File: src/rtl/fwd_scoreboard_pkg.sv
// Shared types, constants and helpers for the forwarding scoreboard.
package fwd_scoreboard_pkg;

  // Widest register address any instance may use; entry addresses are zero-extended to this.
  localparam int unsigned ADDR_MAXW = 8;

  // Forward select code meaning "take the register file value".
  localparam int unsigned FWD_RF = 0;

  // Register read through the PC path; never forwarded or stalled on.
  localparam int unsigned PC_REG_DEFAULT = 15;

  // One in-flight register write tracked in a post-ID stage.
  typedef struct packed {
    logic                 v;
    logic                 we;
    logic                 ld;
    logic [ADDR_MAXW-1:0] addr;
  } sb_entry_t;

  // Ceiling log2 for deriving select widths at elaboration time.
  function automatic int unsigned clog2_fn(input int unsigned n);
    int unsigned r;
    r = 0;
    for (int unsigned i = 0; i < 32; i++) begin
      if ((64'd1 << i) < 64'(n)) r = i + 1;
    end
    return r;
  endfunction

endpackage

File: src/rtl/fwd_src_match.sv
// Per-source lookup: youngest matching in-flight write gives the forward select or a load-use hazard.
module fwd_src_match
  import fwd_scoreboard_pkg::*;
#(
  parameter int unsigned RW         = 4,
  parameter int unsigned DEPTH      = 3,
  parameter int unsigned LOAD_READY = 2,
  parameter int unsigned PC_REG     = PC_REG_DEFAULT,
  parameter int unsigned SELW       = 2
) (
  input  logic                  src_valid,
  input  logic [RW-1:0]         src_addr,
  input  sb_entry_t [DEPTH-1:0] entries,
  output logic [SELW-1:0]       sel_c,
  output logic                  hazard_c
);

  logic                 hit;
  logic                 hit_ld;
  logic [SELW-1:0]      hit_idx;
  logic [ADDR_MAXW-1:0] src_ext;

  // Scan oldest to youngest so the youngest match overwrites older ones.
  always_comb begin
    hit     = 1'b0;
    hit_ld  = 1'b0;
    hit_idx = SELW'(FWD_RF);
    src_ext = ADDR_MAXW'(src_addr);
    if (src_valid && (src_addr != RW'(PC_REG))) begin
      for (int j = int'(DEPTH) - 1; j >= 0; j--) begin
        if (entries[j].v && entries[j].we && (entries[j].addr == src_ext)) begin
          hit     = 1'b1;
          hit_ld  = entries[j].ld;
          hit_idx = SELW'(j + 1);
        end
      end
    end
    hazard_c = hit && hit_ld && (32'(hit_idx) < LOAD_READY);
    sel_c    = hazard_c ? SELW'(FWD_RF) : hit_idx;
  end

endmodule

File: src/rtl/fwd_scoreboard.sv
// Hazard and forwarding scoreboard beside decode: tracks in-flight writes, drives forward selects and load-use stalls.
module fwd_scoreboard
  import fwd_scoreboard_pkg::*;
#(
  parameter int unsigned RW         = 4,
  parameter int unsigned NSRC       = 3,
  parameter int unsigned DEPTH      = 3,
  parameter int unsigned LOAD_READY = 2,
  parameter int unsigned PC_REG     = PC_REG_DEFAULT,
  parameter int unsigned CNTW       = 16,
  parameter int unsigned SELW       = clog2_fn(DEPTH + 1)
) (
  input  logic                 clk,
  input  logic                 R,
  input  logic                 id_valid,
  input  logic [NSRC*RW-1:0]   id_src_addr,
  input  logic [NSRC-1:0]      id_src_used,
  input  logic [RW-1:0]        id_dst_addr,
  input  logic                 id_dst_we,
  input  logic                 id_is_load,
  input  logic                 flush,
  output logic                 stall_out,
  output logic [NSRC*SELW-1:0] fwd_sel,
  output logic [CNTW-1:0]      stall_cnt
);

  // Index 0 is EX (stage 1), index DEPTH-1 is WB (stage DEPTH).
  sb_entry_t [DEPTH-1:0] entries_q;
  sb_entry_t [DEPTH-1:0] entries_d;
  logic [CNTW-1:0]       stall_cnt_q;
  logic [CNTW-1:0]       stall_cnt_d;
  logic [NSRC-1:0]       hazard_c;

  // One matcher per decode source port.
  for (genvar k = 0; k < NSRC; k++) begin : g_src
    fwd_src_match #(
      .RW        (RW),
      .DEPTH     (DEPTH),
      .LOAD_READY(LOAD_READY),
      .PC_REG    (PC_REG),
      .SELW      (SELW)
    ) u_match (
      .src_valid(id_valid & id_src_used[k]),
      .src_addr (id_src_addr[k*RW +: RW]),
      .entries  (entries_q),
      .sel_c    (fwd_sel[k*SELW +: SELW]),
      .hazard_c (hazard_c[k])
    );
  end

  assign stall_out = |hazard_c;
  assign stall_cnt = stall_cnt_q;

  // Older stages always advance; EX takes the decode instruction unless stalled or flushed.
  always_comb begin
    entries_d = '0;
    for (int j = 1; j < int'(DEPTH); j++) begin
      entries_d[j] = entries_q[j-1];
    end
    if (!stall_out && !flush) begin
      entries_d[0].v    = id_valid & id_dst_we;
      entries_d[0].we   = id_dst_we;
      entries_d[0].ld   = id_is_load;
      entries_d[0].addr = ADDR_MAXW'(id_dst_addr);
    end
  end

  // Saturating count of cycles actually spent stalling (a flush cancels the stall).
  always_comb begin
    stall_cnt_d = stall_cnt_q;
    if (stall_out && !flush && (stall_cnt_q != {CNTW{1'b1}})) begin
      stall_cnt_d = stall_cnt_q + CNTW'(1);
    end
  end

  // State registers; reset empties the pipeline model immediately.
  always_ff @(posedge clk or negedge R) begin
    if (!R) begin
      entries_q   <= '0;
      stall_cnt_q <= '0;
    end else begin
      entries_q   <= entries_d;
      stall_cnt_q <= stall_cnt_d;
    end
  end

endmodule

File: config.mk
export PLATFORM = sky130hd
export DESIGN_NAME = fwd_scoreboard
export DESIGN_NICKNAME = d
export VERILOG_FILES = /design/src/rtl/fwd_scoreboard_pkg.sv /design/src/rtl/fwd_src_match.sv /design/src/rtl/fwd_scoreboard.sv
export SDC_FILE = /design/constraint.sdc
export NUM_CORES = 1
export LEC_CHECK = 0
export CORE_ASPECT_RATIO = 0.75
export CORE_MARGIN = 3
export CORE_UTILIZATION = 39
export CTS_CLUSTER_SIZE = 12
export DETAILED_ROUTE_END_ITERATION = 12
export GPL_TIMING_DRIVEN = 0
export PLACE_DENSITY = 0.65
export SLEW_MARGIN = 20
export SYNTH_ARGS = -nofsm -noshare
export SYNTH_HDL_FRONTEND = slang
export SYNTH_SLANG_ARGS = --single-unit
File: constraint.sdc
create_clock -name clk -period 2.8 [get_ports clk]
set_clock_uncertainty 0.1 [all_clocks]
set_input_delay 0.56 -clock clk [delete_from_list [all_inputs] [get_ports clk]]
set_output_delay 0.56 -clock clk [all_outputs]
set_load 0.1 [all_outputs]
# After elaboration in Yosys (flattened, before gate mapping)
# Index checks and enable logic that the tools add are counted.
# word_totals
reg_bits	49
input_bits	25
out_inout_bits	23
word_cells	101
# classes
n_addsub	1
order_cmp	3
n_eq_ne	13
n_mux	40
bitwise_logic	4
reduce_logical	27
# ops
cell	n
8-bit by 4-bit == test with 1-bit output	9
2-bit 2-to-1 mux	15
1-bit logical AND	24
1-bit 2-to-1 mux	24
16-bit by 1-bit adder with 16-bit output (second input constant)	1
16-bit inequality test (second input constant)	1
4-bit inequality test (second input constant)	3
11-bit 2-to-1 mux	1
2-bit less-than comparator (second input constant)	3
1-bit bitwise AND	4
3-bit OR reduction	1
1-bit zero test	2

# Depth between registers and ports, before layout
# depth
word_depth	12
mapped_depth	7
mapped_depth_nobuf	6

# By module
# From an unflattened synthesis, not the netlist that was laid out.
# unflattened
cells_unflattened	193
area_unflattened_um2	2203.4
# modules_own_cells
mod	n_inst	cells_per_inst	area_per_inst_um2	seq_area_each_um2
fwd_scoreboard	1	106	1471.4	925.9
fwd_src_match	3	29	244.0	0.0

# Worst setup path after synthesis
# Ideal clock, no wire load.
# synth_timing
path_kind	input port to output port
from	in id_src_addr[8]
to	out fwd_sel[5]
arrival_time_ns	3.543
required_ns	2.140
path_slack_ns	-1.403
cell_stages	4
path_buffers	0
path_cell_list	inv_1 > a22o_1 > or4_1 > a211oi_1
# synth_via
elab_chain_cells	9
word_cells_on_any_way	24
classes_between	1 x order compare; 4 x eq/ne; 13 x mux; 6 x reduce/logical
# synth_rtl
item	line_no	source
start: declaration	fwd_scoreboard.sv:16	input logic [NSRC*RW-1:0] id_src_addr,
8-bit by 4-bit == test with 1-bit output	fwd_src_match.sv:31	if (entries[j].v && entries[j].we && (entries[j].addr == src_ext)) begin
1-bit logical AND	fwd_src_match.sv:31	
2-bit 2-to-1 mux / 1-bit 2-to-1 mux (equally long branches) (3 in a row)	fwd_src_match.sv:31	
2-bit 2-to-1 mux / 1-bit 2-to-1 mux (equally long branches)	fwd_src_match.sv:29	if (src_valid && (src_addr != RW'(PC_REG))) begin
2-bit less-than comparator / 1-bit logical AND (equally long branches)	fwd_src_match.sv:38	hazard_c = hit && hit_ld && (32'(hit_idx) < LOAD_READY);
1-bit logical AND	fwd_src_match.sv:38	
2-bit 2-to-1 mux *	fwd_src_match.sv:39	sel_c = hazard_c ? SELW'(FWD_RF) : hit_idx;
end: declaration	fwd_scoreboard.sv:23	output logic [NSRC*SELW-1:0] fwd_sel,
# Mark *: on every way between the ends. The rest lies on a longest branch, timed or not.

# Worst setup path after layout
# layout_timing
from	in id_src_addr[10]
to	out fwd_sel[4]
# Same word-level chain as after synthesis.

==> results.sh <==
export IMPL_status="complete, but fails checks"
export IMPL_violations="negative setup slack"
export IMPL_grt_ovfl_total=0
export IMPL_synth_compound_area_share_pct=15.3
export IMPL_synth_fa_ha_area_share_pct=0.613
export IMPL_synth_most_common_cell="dfrtp_1"
export IMPL_synth_edf_count=0
export IMPL_synth_xor_area_share_pct=20.2
export IMPL_crit_start="id_src_addr[10]"
export IMPL_final_cells=318
export IMPL_ff_latch_area_um2=880
export IMPL_dp_hpwl_mm=3.94
export IMPL_ys_types=30
export IMPL_rsz0062_at_grt="yes"
export IMPL_synth_cells=184
export IMPL_fin_area_mm2=0.00287
export IMPL_grt_first_pass_wirelength_mm=7.96
export IMPL_netlist_top_cells_count="35 x dfrtp_1, 28 x xnor2_1, 19 x xor2_1"
export IMPL_crit_type="in2out"
export IMPL_worstRegToRegCells=7
export IMPL_required_ps=2140
export IMPL_place_gp_congestion=0.900
export IMPL_cp_max_fo=4
export IMPL_hold_slack_ps=32.6
export IMPL_yosys_area_share_simple_pct=17.2
export IMPL_synthMuxAreaShare_pct=0.552
export IMPL_cts_root_buffer="clkbuf_8"
export IMPL_synth_area_leader_cell="dfrtp_1"
export IMPL_cap_violations=0
export IMPL_htreeDepth=2
export IMPL_place_area_mm2=0.00269
export IMPL_grt_max_degree=28
export IMPL_cp_start_kind="input port"
export IMPL_clkSinkCount=35
export IMPL_fin_ws_ps=-111
export IMPL_drive_gt1_share_pct=27.2
export IMPL_antenna_found_initial=0
export IMPL_cts_tree="built"
export IMPL_arrival_ps=2250
export IMPL_antenna_cells=0
export IMPL_ioPinCount=48
export IMPL_setup_viol=1
export IMPL_grtUsageTotal_pct=17.4
export IMPL_crit_chain="buf_2, inv_2, a22o_1, or4_4, or3b_4, a21oi_4, buf_12"
export IMPL_chipWidth_um=89.5
export IMPL_syn_nets=210
export IMPL_ys_seq_area_share_pct=42.9
export IMPL_drt_pre_antenna_iters=4
export IMPL_synth_warning_count=0
export IMPL_insertion_delay_ps=280
export IMPL_fmax_mhz=344
export IMPL_synthFlopType="dfrtp_1"
export IMPL_r2r_setup_slack_ps=450
export IMPL_worstMarginPinSlew_ps=974
export IMPL_p_leak_nw=1.17
export IMPL_ir_drop_mv=0.274
export IMPL_grt_pass1_vias=1530
export IMPL_reg2reg_from="stall_cnt[0]$_DFFE_PN0P_"
export IMPL_start_util_pct=40.9
export IMPL_cts_buffer_depth=2
export IMPL_drt_wl_total_mm=5.12
export IMPL_rows=22
export IMPL_die_y_um=68.6
export IMPL_endpoint_kind="output pin"
export IMPL_port_buffers=47
export IMPL_final_antenna_net_count=0
export IMPL_synth_top_family_by_area="XOR/XNOR gates"
export IMPL_dp_cells=304
export IMPL_fin_crit_sh_pct=104
export IMPL_dr_total_vias=1644
export IMPL_drc=0
export IMPL_synth_area_leaders="dfrtp_1 43%, xnor2_1 12%, xor2_1 8.2%"
export IMPL_power_mw=1.09
export IMPL_cts_buffers=5
export IMPL_r2r_end="stall_cnt[1]$_DFFE_PN0P_"
export IMPL_yosys_area_top_type_share_pct=42.9
export IMPL_multi_input_area_mm2=0.00119
export IMPL_power_density_mw_per_mm2=379
export IMPL_synth_area_mm2=0.00204
export IMPL_synth_seq_cells=35
export IMPL_max_slew_margin_rel_pct=34.9
export IMPL_holdCritPathClass="in2async"
export IMPL_slowest_delay_ps=530
export IMPL_first_iter_violations=95
export IMPL_wl_per_cell_um=16.1
export IMPL_avgSynthCellArea_um2=11.1
export IMPL_hold_viol=0
export IMPL_nets=272
export IMPL_die_area_mm2=0.00614
export IMPL_synthArstFlopShare_pct=100
export IMPL_area_delta_synth_final_pct=40.6
export IMPL_slowest_stage="or4_4"
export IMPL_num_fill_cells=435
export IMPL_core_area_mm2=0.00498
export IMPL_vias_per_cell=5.17
export IMPL_maxSlewViolCount=0
export IMPL_fin_crit_ps=2910
export IMPL_post_route_util_pct=57.6
export IMPL_clkTransAtPathRegs_ps=70
## cells by family after synthesis
logic type,after synthesis
AOI/OAI and AO/OA,27
DFF,35
buffers and inverters,11
xor gates and xnor gates,47
muxes,1
adders and majority gates,1
and+or+nand+nor,62
## critical path: cells and delay by family
kind	cells	cell delay, ps
and+or+nand+nor	2	960
buffers and inverters	3	370
AOI/OAI and AO/OA	2	360
## layout make-up
type	instances	area share (%)
tap	72	3.14
timing repair buffer	55	18.8
sequential	35	30.7
inverter	7	1.18
multi-input combinational	138	41.5
clock inverter	1	0.175
buffer	4	1.57
clock buffer	6	2.88
## metal layers
metal	up-vias	share of wire [%]	global-route usage [%]
li1	789	-	-
met1	803	52	26.5
met2	47	44	25.9
met3	5	3.6	3.21
met4	0	0.74	3.35
met5	-	0	0
## stage by stage
step | setup slack (ps) | TNS [ps]
after CTS | -209 | -209
after global routing | -150 | -157
after global placement | -1500 | -10790
after floorplan | -81.8 | -276
after detailed placement | -1510 | -11300
final | -111 | -111
## repair_timing
action                                  4_1_cts  5_1_grt
endpoints found under the setup margin        8        7
pin swaps                                     1        7
setup buffers                                 1        6
resized for setup                            76       25
cloned                                        0        0
hold buffers                                  0        0
## report_power, final
part	switching (mW)	internal (mW)	leakage, nW	total [mW]
Clock	0.172	0.193	0.0470	0.365
Sequential	0.0248	0.523	0.460	0.548
Combinational	0.0957	0.0782	0.664	0.174
Total	0.292	0.794	1.17	1.09
## placed cells by master, fill, tap and decap left out, types with 2 or more instances in the layout
cell and instances:
dfrtp_1 32, xnor2_1 27, clkdlybuf4s50_1 25, xor2_1 19, nand4_1 12, nand2_1 9, nand3_1 8, and2_1 8
nor2_1 7, a2111oi_2 7, buf_4 7, buf_6 6, clkbuf_8 6, dlygate4sd2_1 6, inv_1 5, a211oi_1 5
buf_12 5, buf_2 4, clkbuf_2 4, or3_1 3, or3b_4 3, a21oi_4 3, and3_1 3, dfrtp_2 3
nand3_2 2, a211oi_2 2, and4_1 2, a2111oi_4 2, clkdlybuf4s15_2 2
## state kept, by name, summed over array words and instances (netlist names)
register	flops
entries_d	13
stall_cnt	16
entries_q	6
## how the worst max path moves through the flow
stage | endpoint | slack (ps)
after global placement | fwd_sel[4] | -1500
after CTS | fwd_sel[4] | -210
after global routing | fwd_sel[4] | -150
after detailed placement | fwd_sel[4] | -1510
after floorplan | fwd_sel[4] | -80
final | fwd_sel[4] | -110
Note: power is estimated with default switching activity, not from simulation.
